[src/rtl/sdram_tester_if.sv]
// SDRAM strobe bus between the tester (master) and the memory (slave).
interface sdram_tester_if #(
  parameter int ADDR_W = 23,
  parameter int DATA_W = 8
);
  logic [ADDR_W-1:0] sdram_addr;
  logic [DATA_W-1:0] sdram_din;
  logic [DATA_W-1:0] sdram_dout;
  logic              sdram_we;
  logic              sdram_oe;

  modport master (output sdram_addr, sdram_din, sdram_we, sdram_oe, input sdram_dout);
  modport slave  (input sdram_addr, sdram_din, sdram_we, sdram_oe, output sdram_dout);
endinterface

[src/rtl/sdram_tester.sv]
// SDRAM pattern tester: writes pattern(addr) over [addr_lo, addr_hi], reads it back and counts mismatches.
// Fixed timing: each strobe is held ACC_CYCLES cycles, then GAP_CYCLES idle; there is no backpressure.
module sdram_tester #(
  parameter int ADDR_W     = 23,
  parameter int DATA_W     = 8,
  parameter int ACC_CYCLES = 4,
  parameter int GAP_CYCLES = 2
) (
  input  logic              F14M,
  input  logic              RESET_n,
  input  logic              start,
  input  logic              abort,
  input  logic              loop,
  input  logic [1:0]        mode,
  input  logic [DATA_W-1:0] seed,
  input  logic [ADDR_W-1:0] addr_lo,
  input  logic [ADDR_W-1:0] addr_hi,
  sdram_tester_if.master    sdram,
  output logic              busy,
  output logic              done,
  output logic              pass,
  output logic              led,
  output logic [15:0]       err_count,
  output logic [15:0]       run_count,
  output logic [ADDR_W-1:0] fail_addr,
  output logic [DATA_W-1:0] fail_data
);
  typedef enum logic [2:0] {IDLE, WRITE, WGAP, READ, RGAP, DONE} state_t;

  localparam logic [7:0] ACC_LAST = 8'(ACC_CYCLES - 1);
  localparam logic [7:0] GAP_LAST = 8'((GAP_CYCLES > 0) ? GAP_CYCLES - 1 : 0);
  localparam bit         NO_GAP   = (GAP_CYCLES == 0);

  state_t            state_q, state_d;
  logic [7:0]        cnt_q, cnt_d;
  logic [ADDR_W-1:0] cur_q, cur_d, lo_q, lo_d, hi_q, hi_d, fail_addr_q, fail_addr_d;
  logic [DATA_W-1:0] seed_q, seed_d, fail_data_q, fail_data_d, pat;
  logic [1:0]        mode_q, mode_d;
  logic              loop_q, loop_d, pass_q, pass_d;
  logic [15:0]       err_q, err_d, run_q, run_d;
  logic              acc_end, wstep, rstep, at_hi;

  function automatic logic [DATA_W-1:0] pattern(input logic [1:0] m, input logic [DATA_W-1:0] s,
                                                input logic [ADDR_W-1:0] a);
    logic [ADDR_W-1:0]   rot;
    logic [2*DATA_W-1:0] dbl;
    rot = a % ADDR_W'(DATA_W);
    // Upper half of the doubled seed shifted left is the left rotation.
    dbl = {s, s} << rot;
    case (m)
      2'd0:    pattern = s;
      2'd1:    pattern = DATA_W'(a) ^ s;
      2'd2:    pattern = ~DATA_W'(a);
      default: pattern = dbl[2*DATA_W-1:DATA_W];
    endcase
  endfunction

  assign pat     = pattern(mode_q, seed_q, cur_q);
  assign at_hi   = (cur_q == hi_q);
  assign acc_end = (cnt_q == ACC_LAST);
  // With no gap, the boundary decision is taken on the last strobe cycle itself.
  assign wstep   = (state_q == WGAP && cnt_q == GAP_LAST) || (NO_GAP && state_q == WRITE && acc_end);
  assign rstep   = (state_q == RGAP && cnt_q == GAP_LAST) || (NO_GAP && state_q == READ && acc_end);

  always_ff @(posedge F14M or negedge RESET_n) begin
    if (!RESET_n) begin
      state_q     <= IDLE;
      cnt_q       <= '0;
      cur_q       <= '0;
      lo_q        <= '0;
      hi_q        <= '0;
      seed_q      <= '0;
      mode_q      <= '0;
      loop_q      <= 1'b0;
      pass_q      <= 1'b0;
      err_q       <= '0;
      run_q       <= '0;
      fail_addr_q <= '0;
      fail_data_q <= '0;
    end else begin
      state_q     <= state_d;
      cnt_q       <= cnt_d;
      cur_q       <= cur_d;
      lo_q        <= lo_d;
      hi_q        <= hi_d;
      seed_q      <= seed_d;
      mode_q      <= mode_d;
      loop_q      <= loop_d;
      pass_q      <= pass_d;
      err_q       <= err_d;
      run_q       <= run_d;
      fail_addr_q <= fail_addr_d;
      fail_data_q <= fail_data_d;
    end
  end

  always_comb begin
    state_d     = state_q;
    cnt_d       = cnt_q;
    cur_d       = cur_q;
    lo_d        = lo_q;
    hi_d        = hi_q;
    seed_d      = seed_q;
    mode_d      = mode_q;
    loop_d      = loop_q;
    pass_d      = pass_q;
    err_d       = err_q;
    run_d       = run_q;
    fail_addr_d = fail_addr_q;
    fail_data_d = fail_data_q;
    case (state_q)
      IDLE, DONE: begin
        if (start) begin
          mode_d      = mode;
          seed_d      = seed;
          lo_d        = addr_lo;
          hi_d        = addr_hi;
          loop_d      = loop;
          cur_d       = addr_lo;
          cnt_d       = '0;
          err_d       = '0;
          fail_addr_d = '0;
          fail_data_d = '0;
          pass_d      = (addr_hi < addr_lo);
          state_d     = (addr_hi < addr_lo) ? DONE : WRITE;
        end
      end
      WRITE: begin
        cnt_d = acc_end ? 8'd0 : cnt_q + 8'd1;
        if (acc_end) state_d = WGAP;
      end
      READ: begin
        cnt_d = acc_end ? 8'd0 : cnt_q + 8'd1;
        if (acc_end) begin
          state_d = RGAP;
          if (sdram.sdram_dout != pat) begin
            if (err_q != 16'hFFFF) err_d = err_q + 16'd1;
            if (err_q == 16'd0) begin
              fail_addr_d = cur_q;
              fail_data_d = sdram.sdram_dout;
            end
          end
        end
      end
      WGAP, RGAP: cnt_d = cnt_q + 8'd1;
      default:    state_d = IDLE;
    endcase

    if (wstep) begin
      cnt_d = '0;
      if (abort) begin
        state_d = DONE;
        pass_d  = 1'b0;
      end else if (at_hi) begin
        cur_d   = lo_q;
        state_d = READ;
      end else begin
        cur_d   = cur_q + ADDR_W'(1);
        state_d = WRITE;
      end
    end

    if (rstep) begin
      cnt_d = '0;
      if (at_hi) run_d = run_q + 16'd1;
      if (abort) begin
        state_d = DONE;
        pass_d  = 1'b0;
      end else if (!at_hi) begin
        cur_d   = cur_q + ADDR_W'(1);
        state_d = READ;
      end else if (loop_q) begin
        cur_d   = lo_q;
        state_d = WRITE;
      end else begin
        state_d = DONE;
        pass_d  = (err_d == 16'd0);
      end
    end
  end

  always_comb begin
    sdram.sdram_we   = (state_q == WRITE);
    sdram.sdram_oe   = (state_q == READ);
    sdram.sdram_addr = (state_q == WRITE || state_q == READ) ? cur_q : '0;
    sdram.sdram_din  = (state_q == WRITE) ? pat : '0;
    busy             = (state_q == WRITE) || (state_q == WGAP) || (state_q == READ) || (state_q == RGAP);
    done             = (state_q == DONE);
    pass             = pass_q;
    led              = busy | (done & ~pass_q);
    err_count        = err_q;
    run_count        = run_q;
    fail_addr        = fail_addr_q;
    fail_data        = fail_data_q;
  end
endmodule

[src/flat_wrapper.sv]
// flat-port wrapper written by rule: the top's interface ports become plain ports
module sdram_tester_flat 
#(
  parameter int ADDR_W     = 23,
  parameter int DATA_W     = 8,
  parameter int ACC_CYCLES = 4,
  parameter int GAP_CYCLES = 2
)
  (F14M, RESET_n, start, abort, loop, mode, seed, addr_lo, addr_hi, busy, done, pass, led, err_count, run_count, fail_addr, fail_data, sdram_sdram_addr, sdram_sdram_din, sdram_sdram_we, sdram_sdram_oe, sdram_sdram_dout);
  sdram_tester_if #(.ADDR_W(ADDR_W), .DATA_W(DATA_W)) sdram_i ();
  input  logic F14M;
  input  logic RESET_n;
  input  logic start;
  input  logic abort;
  input  logic loop;
  input  logic [1:0] mode;
  input  logic [DATA_W-1:0] seed;
  input  logic [ADDR_W-1:0] addr_lo;
  input  logic [ADDR_W-1:0] addr_hi;
  output logic busy;
  output logic done;
  output logic pass;
  output logic led;
  output logic [15:0] err_count;
  output logic [15:0] run_count;
  output logic [ADDR_W-1:0] fail_addr;
  output logic [DATA_W-1:0] fail_data;
  output wire logic [$bits(sdram_i.sdram_addr)-1:0] sdram_sdram_addr;
  output wire logic [$bits(sdram_i.sdram_din)-1:0] sdram_sdram_din;
  output wire logic [$bits(sdram_i.sdram_we)-1:0] sdram_sdram_we;
  output wire logic [$bits(sdram_i.sdram_oe)-1:0] sdram_sdram_oe;
  input wire logic [$bits(sdram_i.sdram_dout)-1:0] sdram_sdram_dout;
  assign sdram_sdram_addr = sdram_i.sdram_addr;
  assign sdram_sdram_din = sdram_i.sdram_din;
  assign sdram_sdram_we = sdram_i.sdram_we;
  assign sdram_sdram_oe = sdram_i.sdram_oe;
  assign sdram_i.sdram_dout = sdram_sdram_dout;
  sdram_tester #(.ADDR_W(ADDR_W), .DATA_W(DATA_W), .ACC_CYCLES(ACC_CYCLES), .GAP_CYCLES(GAP_CYCLES)) u_core (.F14M(F14M), .RESET_n(RESET_n), .start(start), .abort(abort), .loop(loop), .mode(mode), .seed(seed), .addr_lo(addr_lo), .addr_hi(addr_hi), .sdram(sdram_i), .busy(busy), .done(done), .pass(pass), .led(led), .err_count(err_count), .run_count(run_count), .fail_addr(fail_addr), .fail_data(fail_data));
endmodule
[config.mk]
export PLATFORM = sky130hd
export DESIGN_NAME = sdram_tester_flat
export DESIGN_NICKNAME = d
export VERILOG_FILES = /design/src/rtl/sdram_tester_if.sv /design/src/rtl/sdram_tester.sv /design/src/flat_wrapper.sv
export SDC_FILE = /design/constraint.sdc
export NUM_CORES = 1
export LEC_CHECK = 0
export BUFFER_PORTS_ARGS = -buffer_cell sky130_fd_sc_hd__buf_2
export CELL_PAD_IN_SITES_DETAIL_PLACEMENT = 1
export CELL_PAD_IN_SITES_GLOBAL_PLACEMENT = 1
export CORE_MARGIN = 5
export CORE_UTILIZATION = 46
export DETAILED_ROUTE_END_ITERATION = 6
export PLACE_DENSITY = 0.95
export SYNTH_ARGS = -nofsm -noshare
export SYNTH_HDL_FRONTEND = slang
export SYNTH_SLANG_ARGS = --single-unit
[constraint.sdc]
create_clock -name F14M -period 8.9 [get_ports F14M]
set_input_delay 1.78 -clock F14M [delete_from_list [all_inputs] [get_ports F14M]]
set_output_delay 1.78 -clock F14M [all_outputs]
set_load 0.05 [all_outputs]
==> results.toml, run 1 <==
[setup_path]
rr_worst_depth = 12
crit_top_cell = "xor2_1"
worstPathArrival_ns = 5.45
endpoint_kind = "flop"
r2r_start = "u_core.cur_q[1]"
slowest_delay_ns = 0.92
regToRegSetupSlack_ns = 3.82
crit_start = "u_core.cur_q[1]"
cp.required_ns = 9.27
crit_type = "flop to flop"
rr_endpoint = "u_core.run_count[15]"
path_cells = "xor2_1 -> nor4_1 -> nand4_1 -> nor3_2 -> buf_4 -> clkinv_1 -> nor4_2 -> and4_1 -> nor2b_1 -> nand3_1 -> nor3_1 -> xor2_1"
slowest_stage = "dfrtp_1"
start_kind = "flop"
path_max_fanout = 48

[timing]
drv_slew = 0
finalCritPeriodShare_pct = 57.13
holdWs_ns = 0.4730
fin_worst_skew_ns = 0.01439
fin_tns_setup_ns = 0
worst_pin_slew_ns = 1.230
rsz0062_at_grt = "false"
min_period_ns = 5.085
max_freq_ghz = 0.1967
finalHoldViolCount = 0
slew_headroom_pct = 15.87
setup_viol_count_final = 0

[cts]
tritoncts = "built"
cts.sinks = 155
cts_setup_buffers = 0
cts_buffers = 17
cts-root-buf = "clkbuf_16"
clock_latency_ns = 0.45
hold_buffers = 0
cts_resized = 0
clk_pin_slew_ns = 0.07
cts-htree-levels = 4
cts.path.max_buffers = 2

[routing]
drt_iter0_drc = 830
vias = 10430
route.detailed.drc = 0
drtPass1Iterations = 5
routed_wl_um = 39090
wl_per_cell_um = 23.81
vias_per_cell = 6.350
ant_nets = 0

[floorplan]
rows = 54
design.die.area_mm2 = 0.02482
ios = 169
core_area_mm2 = 0.02162
die_h_um = 157.6
start_util_pct = 46.32
die_x_um = 157.6

[layout]
final_cell_mix = "317 x nand2_1, 167 x buf_2, 155 x dfrtp_1"
syn_to_final_growth_pct = 15.80
regArea_mm2 = 0.003879
fin_cells = 1642
final_common_cell = "nand2_1"
drive_gt1_share_pct = 17.79
fillers = 2631
nets = 1444
utilization_pct = 53.64
multi_input_area_mm2 = 0.005674

[yosys]
syn-num-nets = 1332
avgSynthCellArea_um2 = 8.109
synth_compound_area_share_pct = 16.03
ys.flop_type = "dfrtp_1"
synthMuxAreaShare_pct = 4.910
syn_inst = 1235
synth_cell_types = 69
ys_ff_latch = 155
synth_simple_gate_area_share_pct = 24.46
synth_top_family_by_area = "simple AND/OR/NAND/NOR gates"
ys_warn_count = 0
synthXorXnorAreaFrac_pct = 7.346
async_flop_share_pct = 100.0
syn-cell-area_mm2 = 0.01001
synth_edf_count = 0
seq_area_frac_synth_pct = 38.73
synthAdderAreaFrac_pct = 3.498

[grt]
grt_util_all_layers_pct = 31.07
use_met2_pct = 54.16
grt_max_degree = 105
grt_pass1_wl_um = 60270
use_met1_pct = 35.66
busiest_layer = "met2"
antenna_found_initial = 2
grt_overflow_total = 0
grt_util_met3_pct = 5.527
grt_pass1_vias = 10910

[placed_design]
dp.cells = 1608
port_buffers = 168
gp_congestion = 0.8841
dp_hpwl_um = 25450

[min_path]
hold_path_class = "flop to flop"
whs_endpoint = "u_core.run_count[15]"
worstHoldPathCells = 1
min_from = "u_core.run_count[15]"

[status]
outcome = "completed"

[pwr]
powerDensity_mw_per_mm2 = 364.0
p_leak_nw = 5.773
ir_drop_v = 0.0001770

[job]
maxCapViolCount = 0
-- cells in the mapped netlist (10+ instances only) --
cell	number	area, um2
and3_1	28	175.2
a21o_1	14	105.1
inv_1	39	146.4
xnor2_1	29	254.0
a211oi_1	11	82.58
a31oi_1	20	125.1
clkbuf_1	66	247.7
nor2_1	67	251.5
mux2i_1	21	210.2
nand2_1	318	1194
ha_1	28	350.3
o21ai_0	89	445.4
nand3_1	28	140.1
xor2_1	55	481.7
buf_2	10	50.05
nand2b_1	14	87.58
a21oi_1	58	290.3
nand4_1	13	81.33
nor3_1	13	65.06
dfrtp_1	155	3879
and2_1	30	187.7
-- worst max-delay path: cells and delay by family (launching register included) --
| kind | cells | cell delay [ns] |
|---|---|---|
| buffers and inverters | 2 | 1.14 |
| XOR/XNOR | 2 | 0.36 |
| AND/OR/NAND/NOR | 8 | 2.56 |
| flip-flops | 1 | 0.92 |
-- area by class of cell --
| class | instances | area share [%] |
|---|---|---|
| diodes | 2 | 0.04315 |
| clock buffers | 18 | 3.787 |
| clock inverters | 14 | 1.467 |
| inverters | 40 | 1.295 |
| multi-input cells | 954 | 48.93 |
| flip-flops and latches | 155 | 33.44 |
| well taps | 280 | 3.021 |
| repair buffers | 179 | 8.016 |
-- flip-flops by register name, summed over array words and instances (netlist names) --
register,flops
u_core.cur_q,23
u_core.fail_addr,23
u_core.hi_q,23
u_core.lo_q,23
u_core.err_count,16
u_core.run_count,16
u_core.cnt_q,8
u_core.fail_data,8
u_core.seed_q,8
u_core.state_q,3
u_core.mode_q,2
u_core.loop_q,1
u_core.pass,1
-- worst max path at each step --
stage | slack, ns | to
6_report | 3.82 | u_core.run_count[15]
5_1_grt | 3.45 | u_core.run_count[15]
4_1_cts | 3.85 | u_core.run_count[15]
3_5_place_dp | 3.95 | u_core.pass
3_3_place_gp | 4.06 | u_core.pass
2_1_floorplan | 4.53 | sdram_sdram_din[3]
-- cell families after synthesis --
logic type	Yosys count
adders and majority gates	28
xor gates and xnor gates	84
and+or+nand+nor	546
buffers and inverters	126
AOI/OAI and AO/OA	259
muxes	37
DFF	155
-- power breakdown --
group / leakage [nW] / internal, mW / switching [mW]
combinational: 3.45 / 0.679 / 1.43
clock: 0.297 / 0.411 / 0.363
sequential: 2.02 / 0.932 / 0.409
total: 5.77 / 2.02 / 2.20
-- metal layers --
| metal | part of all wire (%) | wire length, um | up-vias |
|---|---|---|---|
| met5 | 0 | 0 | - |
| met4 | 6.1 | 2366 | 0 |
| met3 | 6.8 | 2670 | 181 |
| met2 | 50 | 19500 | 587 |
| met1 | 37 | 14550 | 5194 |
| li1 | - | - | 4464 |
-- metrics by stage --
step                      worst slack (ns)  power [mW]  cell area, um2
after CTS                            3.853       4.168           11590
after global placement               4.061       3.161           10980
final                                3.815       4.222           11600
after global routing                 3.447       4.417           11600
after detailed placement             3.950       3.313           10980
after floorplan                      4.526       2.708           10010
(Power assumes the default switching activity.)
==> run 2: changes to the inputs <==
Settings changed: CORE_UTILIZATION 46 to 38, PLACE_DENSITY 0.95 to 0.85.
Clock period 8.9 ns to 4.3 ns, I/O delays scaled along.
==> run 2 against run 1 <==
Cell area up 2.2%. Via count is 6.4% lower. First-iteration DRC count shrank 11%. Non-clock buffer count grew 24. Clock skew is 0.0041 ns higher. Cell count up 4.7%. Critical endpoint is now u_core.pass. Highest routed layer unchanged.
==> results.toml, run 2 (same netlist as run 1, synthesis figures left out) <==
[status]
outcome = "completed"

[layout]
drive_gt1_share_pct = 19.29
nets = 1468
final_common_cell = "nand2_1"
syn_to_final_growth_pct = 18.35
fin_cells = 1719
utilization_pct = 45.61
final_cell_mix = "317 x nand2_1, 167 x buf_2, 154 x dfrtp_1"
antennaDiodeCount = 0
final_area_mm2 = 0.01185

[placed_design]
placed_area_mm2 = 0.01125
gp_congestion = 0.8555
dp_hpwl_um = 25430
port_buffers = 168
dp.cells = 1687

[floorplan]
design.die.area_mm2 = 0.02970
ios = 169
start_util_pct = 38.54
die_x_um = 172.3
core_area_mm2 = 0.02598
rows = 59
die_h_um = 172.3

[setup_path]
crit_cells = 12
slowest_stage = "dfrtp_2"
crit_path_end = "u_core.pass"
start_kind = "flop"
worstPathArrival_ns = 4.32
path_max_fanout = 11
crit_family = "compound AO/OA/AOI/OAI gates"
rr_worst_depth = 12
endpoint_kind = "flop"
r2r_start = "u_core.cur_q[0]"
timing.critical_path.buf_inv = 1
rr_endpoint = "u_core.pass"
path_cells = "buf_4 -> mux4_2 -> mux2_2 -> a211oi_2 -> xnor2_1 -> a221oi_2 -> a211oi_1 -> a31oi_1 -> o21ai_0 -> o31ai_1 -> or4_1 -> o31ai_2"
slowest_delay_ns = 0.53
crit_start = "u_core.cur_q[0]"
cp.required_ns = 4.64
regToRegSetupSlack_ns = 0.32
crit_type = "flop to flop"

[routing]
routed_wl_um = 35270
vias = 9761
wl_met3_um = 1855
dr_wl_met2_um = 17680
wl_per_cell_um = 20.52
top_layer = "met4"
ant_nets = 0
drtPass1Iterations = 5
vias_per_cell = 5.678
route.detailed.drc = 0
drt_iter0_drc = 737
wl_met1_um = 14790

[timing]
min_period_ns = 3.982
worst_pin_slew_ns = 0.8229
drv_slew = 0
finalHoldViolCount = 0
fin_worst_skew_ns = 0.01850
slew_headroom_pct = 44.56
rsz0062_at_grt = "false"
finalCritPeriodShare_pct = 92.60
fin_tns_setup_ns = 0
max_freq_ghz = 0.2511
setup_viol_count_final = 0

[pwr]
ir_drop_v = 0.0004160
p_total_mw = 8.577
p_leak_nw = 5.886
powerDensity_mw_per_mm2 = 723.6

[cts]
cts-root-buf = "clkbuf_16"
cts.path.max_buffers = 2
cts.sinks = 155
clock_latency_ns = 0.44
cts-htree-levels = 4
clk_pin_slew_ns = 0.08
hold_buffers = 0
cts_buffers = 17
tritoncts = "built"

[job]
maxCapViolCount = 0

[min_path]
hold_path_class = "primary input to asynchronous set/reset pin"

[grt]
grt_pass1_wl_um = 56250
grt_max_degree = 67
grt_util_all_layers_pct = 23.89
antenna_found_initial = 0
grt_overflow_total = 0
grt_pass1_vias = 10310
==> run 2: how the worst min path moves through the flow <==
stage,startpoint,end,slack [ns],depth (start not counted)
global placement,u_core.run_count[15],u_core.run_count[15],0.45,1
global route,RESET_n,u_core.fail_data[7],0.45,1
finish,RESET_n,u_core.fail_data[7],0.41,1
floorplan,u_core.lo_q[19],u_core.lo_q[19],0.45,2
detailed placement,u_core.fail_addr[15],u_core.fail_addr[15],0.46,2
CTS,RESET_n,u_core.fail_data[7],0.44,1
==> run 2: worst reg2reg max path, cell delays in order, from the launching register on <==
cell and delay (ns):
dfrtp_2 0.53, buf_4 0.22, mux4_2 0.50, mux2_2 0.28, a211oi_2 0.34, xnor2_1 0.18
a221oi_2 0.08, a211oi_1 0.48, a31oi_1 0.18, o21ai_0 0.22, o31ai_1 0.13, or4_1 0.53
o31ai_2 0.22
==> run 2: layer usage <==
layer | vias up | global-route usage [%]
li1 | 4498 | -
met1 | 4878 | 30.36
met2 | 324 | 42.23
met3 | 61 | 3.018
met4 | 0 | 7.587
met5 | - | 0
==> run 2: what timing repair did <==
| action | in CTS | in global routing |
|---|---|---|
| hold endpoints to repair | 0 | 0 |
| setup endpoints to repair | 0 | 1 |
| setup buffers | 0 | 0 |
| resized for setup | 0 | 1 |
==> run 2: where the power goes <==
part           internal, mW  switching [mW]
logic                  1.50            2.81
registers              1.93           0.752
clock network         0.880           0.707
total                  4.31            4.27
==> run 2: per-stage QoR <==
stage                     setup slack [ns]  hold WS [ns]
after global placement              0.5289        0.4522
after detailed placement            0.3853        0.4648
after global routing                0.1704        0.4496
after floorplan                     0.8455        0.4462
final                               0.3181        0.4058
after CTS                           0.2096        0.4409
==> run 2: area by class of cell <==
cell class / count / area (um2)
fill: 3235 / 14130
sequential: 155 / 3880
clock buffer: 18 / 429.2
tap: 335 / 419.2
clock inverter: 14 / 175.2
inverter: 40 / 150.1
multi-input combinational: 954 / 5677
timing repair buffer: 203 / 1122
